`config.mk`:
```
export PLATFORM = sky130hd
export DESIGN_NAME = wb_stage
export DESIGN_NICKNAME = d
export VERILOG_FILES = /design/src/rtl/wb_stage.sv
export SDC_FILE = /design/constraint.sdc
export NUM_CORES = 1
export LEC_CHECK = 0
export BUFFER_PORTS_ARGS = -buffer_cell sky130_fd_sc_hd__buf_2
export CORE_MARGIN = 8
export CORE_UTILIZATION = 35
export DETAILED_ROUTE_END_ITERATION = 7
export PLACE_DENSITY_LB_ADDON = 0.05
export SLEW_MARGIN = 10
export SYNTH_ARGS = -nofsm -noshare
export SYNTH_HDL_FRONTEND = slang
export SYNTH_SLANG_ARGS = --single-unit
```
`constraint.sdc`:
```
create_clock -name clk -period 1.98 [get_ports clk]
set_clock_uncertainty 0.15 [all_clocks]
set_input_delay 0.396 -clock clk [delete_from_list [all_inputs] [get_ports clk]]
set_output_delay 0.396 -clock clk [all_outputs]
set_load 0.02 [all_outputs]
```
`src/rtl/wb_stage.sv`:
```
// Writeback stage of the riscy pipeline.
// Retires ALU results directly. For loads it waits for the data-memory
// response, then extracts, aligns and extends the loaded value.
// The register-file write port and the event pulses are registered so a
// negedge-written register file can capture them mid-cycle.
module wb_stage #(
  parameter int unsigned XLEN         = 32,
  parameter int unsigned LOAD_TIMEOUT = 16
) (
  input  logic            clk,
  input  logic            rst_n,
  input  logic            in_valid,
  output logic            in_ready,
  input  logic [4:0]      in_rd_addr,
  input  logic            in_rd_wren,
  input  logic            in_is_load,
  input  logic [2:0]      in_funct3,
  input  logic [XLEN-1:0] in_result,
  input  logic            mem_rvalid,
  input  logic [XLEN-1:0] mem_rdata,
  output logic [XLEN-1:0] rd_data,
  output logic            rd_wren,
  output logic [4:0]      rd_addr,
  output logic            retire,
  output logic            load_fault,
  output logic            timeout_err
);

  // The counter only has to reach LOAD_TIMEOUT-1.
  localparam int unsigned CW = (LOAD_TIMEOUT > 2) ? $clog2(LOAD_TIMEOUT) : 1;
  localparam logic [CW-1:0] CNT_LAST = CW'(LOAD_TIMEOUT - 1);
  localparam logic [CW-1:0] CNT_ONE  = CW'(1);

  typedef enum logic [0:0] {
    IDLE     = 1'b0,
    WAIT_MEM = 1'b1
  } state_e;

  state_e          state_q;
  logic [CW-1:0]   cnt_q;
  logic [4:0]      ld_rd_addr_q;
  logic            ld_rd_wren_q;
  logic [2:0]      ld_funct3_q;
  logic [1:0]      ld_offset_q;

  logic [XLEN-1:0] rd_data_q;
  logic            rd_wren_q;
  logic [4:0]      rd_addr_q;
  logic            retire_q;
  logic            load_fault_q;
  logic            timeout_err_q;

  logic            fault_s;
  logic [XLEN-1:0] load_val_s;

  // Misaligned halfword/word accesses and unused funct3 codes are faults.
  function automatic logic load_fault_f(input logic [2:0] f3, input logic [1:0] off);
    logic bad;
    case (f3)
      3'b000, 3'b100: bad = 1'b0;
      3'b001, 3'b101: bad = off[0];
      3'b010:         bad = (off != 2'b00);
      default:        bad = 1'b1;
    endcase
    return bad;
  endfunction

  // Select the addressed byte/halfword of the aligned word and extend it.
  function automatic logic [XLEN-1:0] load_extract_f(input logic [2:0] f3,
                                                     input logic [1:0] off,
                                                     input logic [XLEN-1:0] w);
    logic [7:0]      b;
    logic [15:0]     h;
    logic [XLEN-1:0] r;
    case (off)
      2'b00:   b = w[7:0];
      2'b01:   b = w[15:8];
      2'b10:   b = w[23:16];
      2'b11:   b = w[31:24];
      default: b = w[7:0];
    endcase
    if (off[1]) begin
      h = w[31:16];
    end else begin
      h = w[15:0];
    end
    case (f3)
      3'b000:  r = {{(XLEN-8){b[7]}}, b};
      3'b001:  r = {{(XLEN-16){h[15]}}, h};
      3'b010:  r = w;
      3'b100:  r = {{(XLEN-8){1'b0}}, b};
      3'b101:  r = {{(XLEN-16){1'b0}}, h};
      default: r = {XLEN{1'b0}};
    endcase
    return r;
  endfunction

  // Decode the fault condition and the aligned load value for the FSM.
  always_comb begin
    fault_s    = load_fault_f(in_funct3, in_result[1:0]);
    load_val_s = load_extract_f(ld_funct3_q, ld_offset_q, mem_rdata);
  end

  assign in_ready = (state_q == IDLE);

  // Writeback FSM: accept, wait for load data, drive registered write/events.
  always_ff @(posedge clk or negedge rst_n) begin
    if (!rst_n) begin
      state_q       <= IDLE;
      cnt_q         <= {CW{1'b0}};
      ld_rd_addr_q  <= 5'd0;
      ld_rd_wren_q  <= 1'b0;
      ld_funct3_q   <= 3'd0;
      ld_offset_q   <= 2'd0;
      rd_data_q     <= {XLEN{1'b0}};
      rd_wren_q     <= 1'b0;
      rd_addr_q     <= 5'd0;
      retire_q      <= 1'b0;
      load_fault_q  <= 1'b0;
      timeout_err_q <= 1'b0;
    end else begin
      // Event outputs are single-cycle pulses unless set below.
      rd_wren_q     <= 1'b0;
      retire_q      <= 1'b0;
      load_fault_q  <= 1'b0;
      timeout_err_q <= 1'b0;
      case (state_q)
        IDLE: begin
          if (in_valid) begin
            if (!in_is_load) begin
              rd_data_q <= in_result;
              rd_addr_q <= in_rd_addr;
              rd_wren_q <= in_rd_wren && (in_rd_addr != 5'd0);
              retire_q  <= 1'b1;
            end else if (fault_s) begin
              load_fault_q <= 1'b1;
            end else begin
              ld_rd_addr_q <= in_rd_addr;
              ld_rd_wren_q <= in_rd_wren;
              ld_funct3_q  <= in_funct3;
              ld_offset_q  <= in_result[1:0];
              cnt_q        <= {CW{1'b0}};
              state_q      <= WAIT_MEM;
            end
          end else begin
            state_q <= IDLE;
          end
        end
        WAIT_MEM: begin
          if (mem_rvalid) begin
            // A response on the last allowed cycle still completes normally.
            rd_data_q <= load_val_s;
            rd_addr_q <= ld_rd_addr_q;
            rd_wren_q <= ld_rd_wren_q && (ld_rd_addr_q != 5'd0);
            retire_q  <= 1'b1;
            state_q   <= IDLE;
          end else if (cnt_q == CNT_LAST) begin
            timeout_err_q <= 1'b1;
            state_q       <= IDLE;
          end else begin
            cnt_q <= cnt_q + CNT_ONE;
          end
        end
        default: begin
          state_q <= IDLE;
        end
      endcase
    end
  end

  assign rd_data     = rd_data_q;
  assign rd_wren     = rd_wren_q;
  assign rd_addr     = rd_addr_q;
  assign retire      = retire_q;
  assign load_fault  = load_fault_q;
  assign timeout_err = timeout_err_q;

endmodule

```
==> impl_metrics.yaml, run 1 <==
layout:
  finalInstanceArea_um2: 4300
  final_cell_mix: "buf_2, dfrtp_1, a21oi_1, nor2_1, o21ai_0"
  seq_area_um2: 1430
  area_growth_pct: 32.9
  layout.nets: 544
  multiInputGateArea_um2: 1620
  num_antenna_cells: 0
  drive_gt1_share_pct: 37.7
  final_common_cell: "buf_2"
  fillers: 916
pwr:
  leakagePower_nw: 1.98
  power_density_nw_per_um2: 1090
  vdd_drop_max_uv: 385
synthesis:
  avgSynthCellArea_um2: 9.65
  async_flop_share_pct: 100
  ys_types: 46
  synth_ff_type: "dfrtp_1"
  synth-seq-area-share_pct: 44.1
  syn-cell-area_um2: 3230
  yosysWarnings: 0
  synth_seq_cells: 57
  syn_nets: 414
  syn_inst: 335
  synth-edff-count: 0
timing:
  rsz0062_at_grt: "false"
  fin_crit_ns: 1.87
  relSlewSlack_pct: 74.7
  finalHoldViolCount: 0
  setup_viol: 0
  setup_ws_ns: 0.107
  fmax_mhz: 534
  slew_viol_final: 0
  min_period_over_period_pct: 94.6
  tightestPinTransition_ns: 0.379
  holdWs_ns: 0.157
  tns_ns: 0
grt:
  grt_overflow: 0
  grt_pass1_vias: 3328
  track_usage_pct: 17.4
  grt_max_degree: 58
  antenna_found_initial: 0
  grt_pass1_wl_mm: 17.6
route:
  drt_iter0_markers: 113
  drc: 0
  vias: 3101
  routed_wl_mm: 10.9
  highest_layer: "met4"
  routed-wl-met3_um: 606
  antenna_left: 0
  met2_length_mm: 5.29
  met1_length_mm: 4.86
  dr.pass1.iters: 6
  via_per_inst: 5.35
  wl_per_cell_um: 18.9
critical_path:
  startpoint_type: "flop"
  rr_worst_depth: 5
  critPathCaptureType: "flop"
  cp.arrival_ns: 1.93
  critPathKind: "reg2reg"
  r2r_start: "state_q$_DFF_PN0_"
  cp_max_fo: 16
  critPathRequiredTime_ns: 2.03
  rr_endpoint: "rd_data[27]$_DFFE_PN0P_"
  r2r_slack_ns: 0.11
clock_tree:
  cts_tree: "done"
  cts.sinks: 57
  clock_path_buffers: 2
  clk_pin_slew_ns: 0.07
  ctsHtreeMaxLevel: 3
  cts_buffers: 9
  cts-root-buf: "clkbuf_8"
  post_cts_buffers: 0
  clkLatencyLatePin_ns: 0.33
flow_run:
  maxCapViolations: 0
min_path:
  hold_path.startpoint: "in_is_load"
  hold_path.class: "in2reg"
  holdPathStages: 3
  min_delay_worst_endpoint: "load_fault$_DFF_PN0_"
die:
  dieArea_um2: 12600
  rows: 35
  coreArea_um2: 9110
  io_pins: 120
  die_w_um: 112
  start_util_pct: 35.5
  die_height_um: 112
placement:
  dp_slack_ns: -0.0524
  place.gp.congestion: 0.776
  postPlaceCellArea_um2: 4060
  dp_hpwl_mm: 8.17
  io_buffer_count: 119
status:
  outcome: "finished, final reports clean"
worst max path at each step:
stage          cells after the start                      end  slack [ns]         startpoint
2_1_floorplan                      6  rd_data[12]$_DFFE_PN0P_        0.29  state_q$_DFF_PN0_
3_3_place_gp                       6  rd_data[25]$_DFFE_PN0P_        0.02         in_is_load
3_5_place_dp                       6  rd_data[25]$_DFFE_PN0P_       -0.05         in_is_load
4_1_cts                            5  rd_data[25]$_DFFE_PN0P_        0.07  state_q$_DFF_PN0_
5_1_grt                            5  rd_data[27]$_DFFE_PN0P_       0.006  state_q$_DFF_PN0_
6_report                           5  rd_data[27]$_DFFE_PN0P_        0.11  state_q$_DFF_PN0_
layer usage:
layer / up-vias / global-route usage [%]
li1: 1504 / -
met1: 1497 / 21.2
met2: 85 / 28.9
met3: 15 / 5.31
met4: 0 / 5.49
met5: - / 0
per-stage QoR:
| step | total power [mW] | instances | util, % |
|---|---|---|---|
| after global placement | 3.46 | 564 | 44.6 |
| after floorplan | 2.78 | 335 | - |
| after CTS | 4.74 | 580 | 47.1 |
| final | 4.68 | 580 | 47.2 |
| after global routing | 4.96 | 580 | 47.2 |
| after detailed placement | 3.48 | 564 | 44.6 |
registers in the layout (all words and copies together), names as in the netlist:
register,flops
ld_rd_addr_q,5
cnt_q,4
rd_wren,1
rd_data,32
retire,1
timeout_err,1
ld_funct3_q,3
rd_addr,5
load_fault,1
ld_offset_q,2
state_q,1
ld_rd_wren_q,1
Yosys cell counts (all sizes together) (2+ instances only):
master,n,area [um^2]
a21boi,3,22.5
a21oi,52,260
a221oi,3,26.3
a22oi,7,52.6
a2bb2oi,7,61.3
buf,16,111
clkbuf,9,35.0
dfrtp,57,1430
inv,11,41.3
mux2,10,113
mux2i,21,210
nand2,6,25.0
nand2b,4,25.0
nand3,5,25.0
nor2,28,108
nor2b,2,12.5
nor3,2,10.0
nor3b,2,26.3
o211ai,8,65.1
o21a,14,105
o21ai,30,150
o22ai,13,81.3
o2bb2ai,7,61.3
or3,3,18.8
or3b,2,17.5
or4,2,15.0
report_power, final:
group          switching [mW]  internal (mW)
logic                    1.03          0.749
clock network           0.497          0.733
registers               0.218           1.46
total                    1.74           2.94
what timing repair did:
item	CTS	global route
setup endpoints to repair	0	4
hold buffers	1	0
hold endpoints to repair	57	0
gates resized for setup	0	3
final cells by class:
cell class                 count  share of cell area [%]
timing repair buffer         144                    19.7
clock buffer                  10                    3.20
clock inverter                 5                    1.86
inverter                      11                   0.961
multi-input combinational    242                    37.8
sequential                    57                    33.2
tap                          111                    3.23
cell families (layout without fill, tap and decap cells):
group | count (synthesis) | in the layout | synth area share, %
multiplexers | 32 | 32 | 10.7
AO/OA/AOI/OAI | 147 | 147 | 28.1
buffers and inverters | 36 | 170 | 5.80
flip-flops | 57 | 57 | 44.1
AND/OR/NAND/NOR | 61 | 61 | 10.6
adder cells (fa/ha/maj) | 1 | 1 | 0.387
XOR/XNOR | 1 | 1 | 0.271
critical path, stage by stage (launching register included):
cell	delay, ns
dfrtp_1	0.38
or3b_1	0.48
buf_4	0.23
o21ai_0	0.20
a21boi_0	0.20
a221oi_1	0.10
Power figures use the tool's default switching activity.
==> run 2: changes to the inputs <==
CORE_UTILIZATION = 50   (was 35)
==> impl_metrics.yaml, run 2 (synthesis results as in run 1) <==
die:
  die_w_um: 96.4
  coreArea_um2: 6310
  rows: 29
  io_pins: 120
  start_util_pct: 51.2
  dieArea_um2: 9290
  die_height_um: 96.4
layout:
  final_common_cell: "buf_2"
  largest_reg_flops: 32
  stdcell_count: 539
  fin_util_pct: 66.3
  layout.nets: 536
  seq_area_um2: 1430
  area_growth_pct: 29.5
  fillers: 546
  drive_gt1_share_pct: 37.0
  final_cell_mix: "buf_2, dfrtp_1, a21oi_1, o21ai_0, nor2_1"
  multiInputGateArea_um2: 1630
  num_antenna_cells: 0
critical_path:
  cp_top_family: "multiplexers"
  max_stage_delay_ns: 0.56
  critPathRequiredTime_ns: 2.03
  path_buf_inv: 0
  cp_max_fo: 13
  startpoint_type: "flop"
  critPathKind: "reg2reg"
  critPathSlowestCell: "mux4_2"
  rr_worst_depth: 4
  cp_num_cells: 4
  crit_chain: "mux4_2 -> or2_1 -> nand3b_2 -> a21oi_1"
  critPathCaptureType: "flop"
  cp.arrival_ns: 1.94
route:
  via_per_inst: 5.83
  wl_per_cell_um: 18.6
  drt_iter0_markers: 196
  dr.pass1.iters: 5
  antenna_left: 0
  routed_wl_mm: 10.0
  vias: 3144
  drc: 0
min_path:
  holdPathStages: 3
  hold_path.class: "in2reg"
status:
  outcome: "finished, final reports clean"
placement:
  dp.cells: 522
  io_buffer_count: 119
  place.gp.congestion: 0.853
  dp_hpwl_mm: 7.52
pwr:
  netSwitchingPower_mw: 1.68
  swShare_pct: 36.5
  p_seq_share_pct: 36.5
  p_int_mw: 2.92
  power_density_nw_per_um2: 1100
  vdd_drop_max_uv: 646
  power_frac_comb_pct: 36.5
  leakagePower_nw: 1.94
  power_frac_clock_pct: 27.0
timing:
  min_period_over_period_pct: 95.4
  tns_ns: 0
  finalHoldViolCount: 0
  holdWs_ns: 0.158
  tightestPinTransition_ns: 0.584
  rsz0062_at_grt: "false"
  relSlewSlack_pct: 61.0
  setup_viol: 0
  fin_crit_ns: 1.89
  slew_viol_final: 0
  fmax_mhz: 529
clock_tree:
  cts.sinks: 57
  clk_pin_slew_ns: 0.07
  post_cts_buffers: 0
  cts_buffers: 9
  clkLatencyLatePin_ns: 0.33
  ctsHtreeMaxLevel: 3
  cts_tree: "done"
  cts-root-buf: "clkbuf_8"
  clock_path_buffers: 2
grt:
  track_usage_pct: 21.8
  grt_pass1_wl_mm: 15.7
  grt_pass1_vias: 3129
  antenna_found_initial: 0
  grt_overflow: 0
  grt_max_degree: 58
flow_run:
  maxCapViolations: 0
## run 2: path summary, 6_finish.rpt
| path | end | slack, ns | from |
|---|---|---|---|
| max in group asynchronous | ld_rd_addr_q[0]$_DFFE_PN0P_ | 0.95 | rst_n |
| hold reg to reg | ld_rd_wren_q$_DFFE_PN0P_ | 0.35 | ld_rd_wren_q$_DFFE_PN0P_ |
| hold / removal | load_fault$_DFF_PN0_ | 0.16 | in_is_load |
| setup / recovery | rd_data[17]$_DFFE_PN0P_ | 0.09 | ld_offset_q[1]$_DFFE_PN0P_ |
| setup reg to reg | rd_data[17]$_DFFE_PN0P_ | 0.09 | ld_offset_q[1]$_DFFE_PN0P_ |
| min in group asynchronous | retire$_DFF_PN0_ | 0.43 | rst_n |
## run 2: final cells by class
type,count,share of cell area (%)
clock buffer,11,3.62
clock inverter,5,1.85
inverter,11,0.987
multi-input combinational,242,38.8
sequential,57,34.1
tap,77,2.30
timing repair buffer,136,18.3
## run 2: per-layer routing
| metal | track usage [%] | share of wire (%) | vias up |
|---|---|---|---|
| met5 | 0 | 0 | - |
| met4 | 8.83 | 1.6 | 0 |
| met3 | 4.95 | 8.7 | 16 |
| met2 | 33.1 | 47 | 129 |
| met1 | 29.5 | 43 | 1505 |
| li1 | - | - | 1494 |
## run 2: power by group through the flow
stage / clock, mW / sequential [mW] / combinational [mW]
finish: 1.24 / 1.68 / 1.68
global route: 1.31 / 1.72 / 1.84
CTS: 1.27 / 1.68 / 1.68
floorplan: 0 / 1.92 / 0.859
detailed placement: 0 / 1.70 / 1.67
global placement: 0 / 1.69 / 1.64
## run 2: worst min-delay path: cells and delay by family
family                 cells  cell delay, ns
buffers and inverters      1            0.12
and+or+nand+nor            2            0.09
## run 2: what timing repair did
action	in CTS	in global routing
gates resized for setup	0	3
endpoints found under the hold margin	57	0
hold buffers	1	0
setup endpoints to repair	0	21
## run 2: stage by stage
step / setup slack, ns / cell area (um^2) / power (mW)
2_1_floorplan: 0.290 / 3230 / 2.78
3_3_place_gp: 0.0392 / 3940 / 3.32
3_5_place_dp: -0.0332 / 3940 / 3.37
4_1_cts: 0.0996 / 4180 / 4.62
5_1_grt: 0.00987 / 4190 / 4.88
6_report: 0.0907 / 4190 / 4.60
==> run 3: changes to the inputs <==
BUFFER_PORTS_ARGS = unset   (was -buffer_cell sky130_fd_sc_hd__buf_2)
DONT_BUFFER_PORTS = 1   (was unset)
==> impl_metrics.yaml, run 3 (synthesis results as in run 1) <==
timing:
  fmax_mhz: 536
  slew_viol_final: 0
  min_period_over_period_pct: 94.3
  relSlewSlack_pct: 68.0
  fin_crit_ns: 1.87
  holdWs_ns: 0.0144
  finalHoldViolCount: 0
  setup_viol: 0
  tightestPinTransition_ns: 0.479
  rsz0062_at_grt: "false"
  tns_ns: 0
route:
  via_per_inst: 6.30
  routed_wl_mm: 9.76
  drc: 0
  antenna_left: 0
  wl_per_cell_um: 23.1
  dr.pass1.iters: 4
  vias: 2659
  drt_iter0_markers: 142
critical_path:
  critPathCaptureType: "flop"
  cp.arrival_ns: 1.94
  critPathKind: "reg2reg"
  startpoint_type: "flop"
  critPathRequiredTime_ns: 2.05
  cp_max_fo: 16
layout:
  final_common_cell: "dfrtp_1"
  largest_reg_flops: 32
  layout.nets: 419
  num_antenna_cells: 0
  area_growth_pct: 13.0
  final_cell_mix: "dfrtp_1, a21oi_1, o21ai_0, nor2_1, mux2i_1"
  fillers: 565
  drive_gt1_share_pct: 15.4
pwr:
  power_density_nw_per_um2: 1230
  p_total_mw: 4.51
  vdd_drop_max_uv: 617
  leakagePower_nw: 1.51
placement:
  dp_hpwl_mm: 7.19
  place.gp.congestion: 0.809
  io_buffer_count: 0
die:
  rows: 29
  die_w_um: 96.4
  die_height_um: 96.4
  coreArea_um2: 6310
  start_util_pct: 51.2
  dieArea_um2: 9290
  io_pins: 120
clock_tree:
  cts.sinks: 57
  clkLatencyLatePin_ns: 0.34
  clk_pin_slew_ns: 0.06
  ctsHtreeMaxLevel: 3
  clock_path_buffers: 2
  post_cts_buffers: 0
  cts_buffers: 9
  cts-root-buf: "clkbuf_8"
  cts_tree: "done"
grt:
  grt_pass1_wl_mm: 15.2
  grt_pass1_vias: 2863
  antenna_found_initial: 0
  grt_overflow: 0
  grt_max_degree: 58
  track_usage_pct: 21.7
min_path:
  hold_path.class: "in2reg"
status:
  outcome: "finished, final reports clean"
flow_run:
  maxCapViolations: 0
==> run 3: cell count changes in the layout (fill, tap and decap cells not counted), sizes merged <==
| cell | before | now |
|---|---|---|
| clkinvlp | 1 | 0 |
| clkinv | 2 | 1 |
| clkbuf | 11 | 12 |
| bufinv | 2 | 3 |
| buf | 135 | 18 |
==> run 3: where the power goes <==
| part | internal [mW] | switching (mW) |
|---|---|---|
| Combinational | 0.517 | 0.596 |
| Sequential | 1.46 | 0.543 |
| Clock | 0.908 | 0.487 |
| Total | 2.88 | 1.63 |
==> run 3: cell type report <==
class                           count  area [um^2]  area share [%]
Tap cell                           77         96.3            2.64
Clock buffer                       12          155            4.25
Timing Repair Buffer               19          203            5.55
Sequential cell                    57         1430            39.1
Clock inverter                      4         98.8            2.71
Multi-Input combinational cell    242         1630            44.7
Inverter                           11         41.3            1.13
==> run 3: stage by stage <==
stage               std cells  worst slack (ns)  util, %  area [um^2]
detailed placement        404             0.103     53.0         3350
finish                    422             0.113     57.9         3650
global route              422           0.00808     57.9         3650
floorplan                 335             0.290        -         3230
CTS                       422             0.100     57.6         3640
global placement          404             0.142     53.0         3350
==> run 3: timing repair <==
| action | in CTS | in global routing |
|---|---|---|
| resized for setup | 0 | 3 |
| hold buffers | 2 | 0 |
| endpoints found under the setup margin | 0 | 13 |
| endpoints found under the hold margin | 57 | 0 |
==> run 3: metal layers <==
layer | GRT usage (%) | wire [um]
met1 | 27.5 | 4070
met2 | 32.1 | 4390
met3 | 8.42 | 1090
met4 | 9.46 | 211
met5 | 0 | 0
==> run 3: worst paths after layout <==
| check | start | to | slack, ns | cells past startpoint |
|---|---|---|---|---|
| max | state_q$_DFF_PN0_ | rd_data[12]$_DFFE_PN0P_ | 0.11 | 5 |
| min | in_is_load | load_fault$_DFF_PN0_ | 0.01 | 2 |
| max in group asynchronous | rst_n | ld_funct3_q[1]$_DFFE_PN0P_ | 0.99 | 2 |
| min in group asynchronous | rst_n | retire$_DFF_PN0_ | 0.41 | 2 |
| max reg2reg | state_q$_DFF_PN0_ | rd_data[12]$_DFFE_PN0P_ | 0.11 | 5 |
| min reg2reg | ld_rd_wren_q$_DFFE_PN0P_ | ld_rd_wren_q$_DFFE_PN0P_ | 0.36 | 2 |
==> run 3: critical path, cell delays in order (launching register included) <==
cell and delay, ns:
dfrtp_1 0.37, or3b_1 0.52, buf_4 0.26, or3_1 0.31, o21ai_1 0.08, a21oi_1 0.05
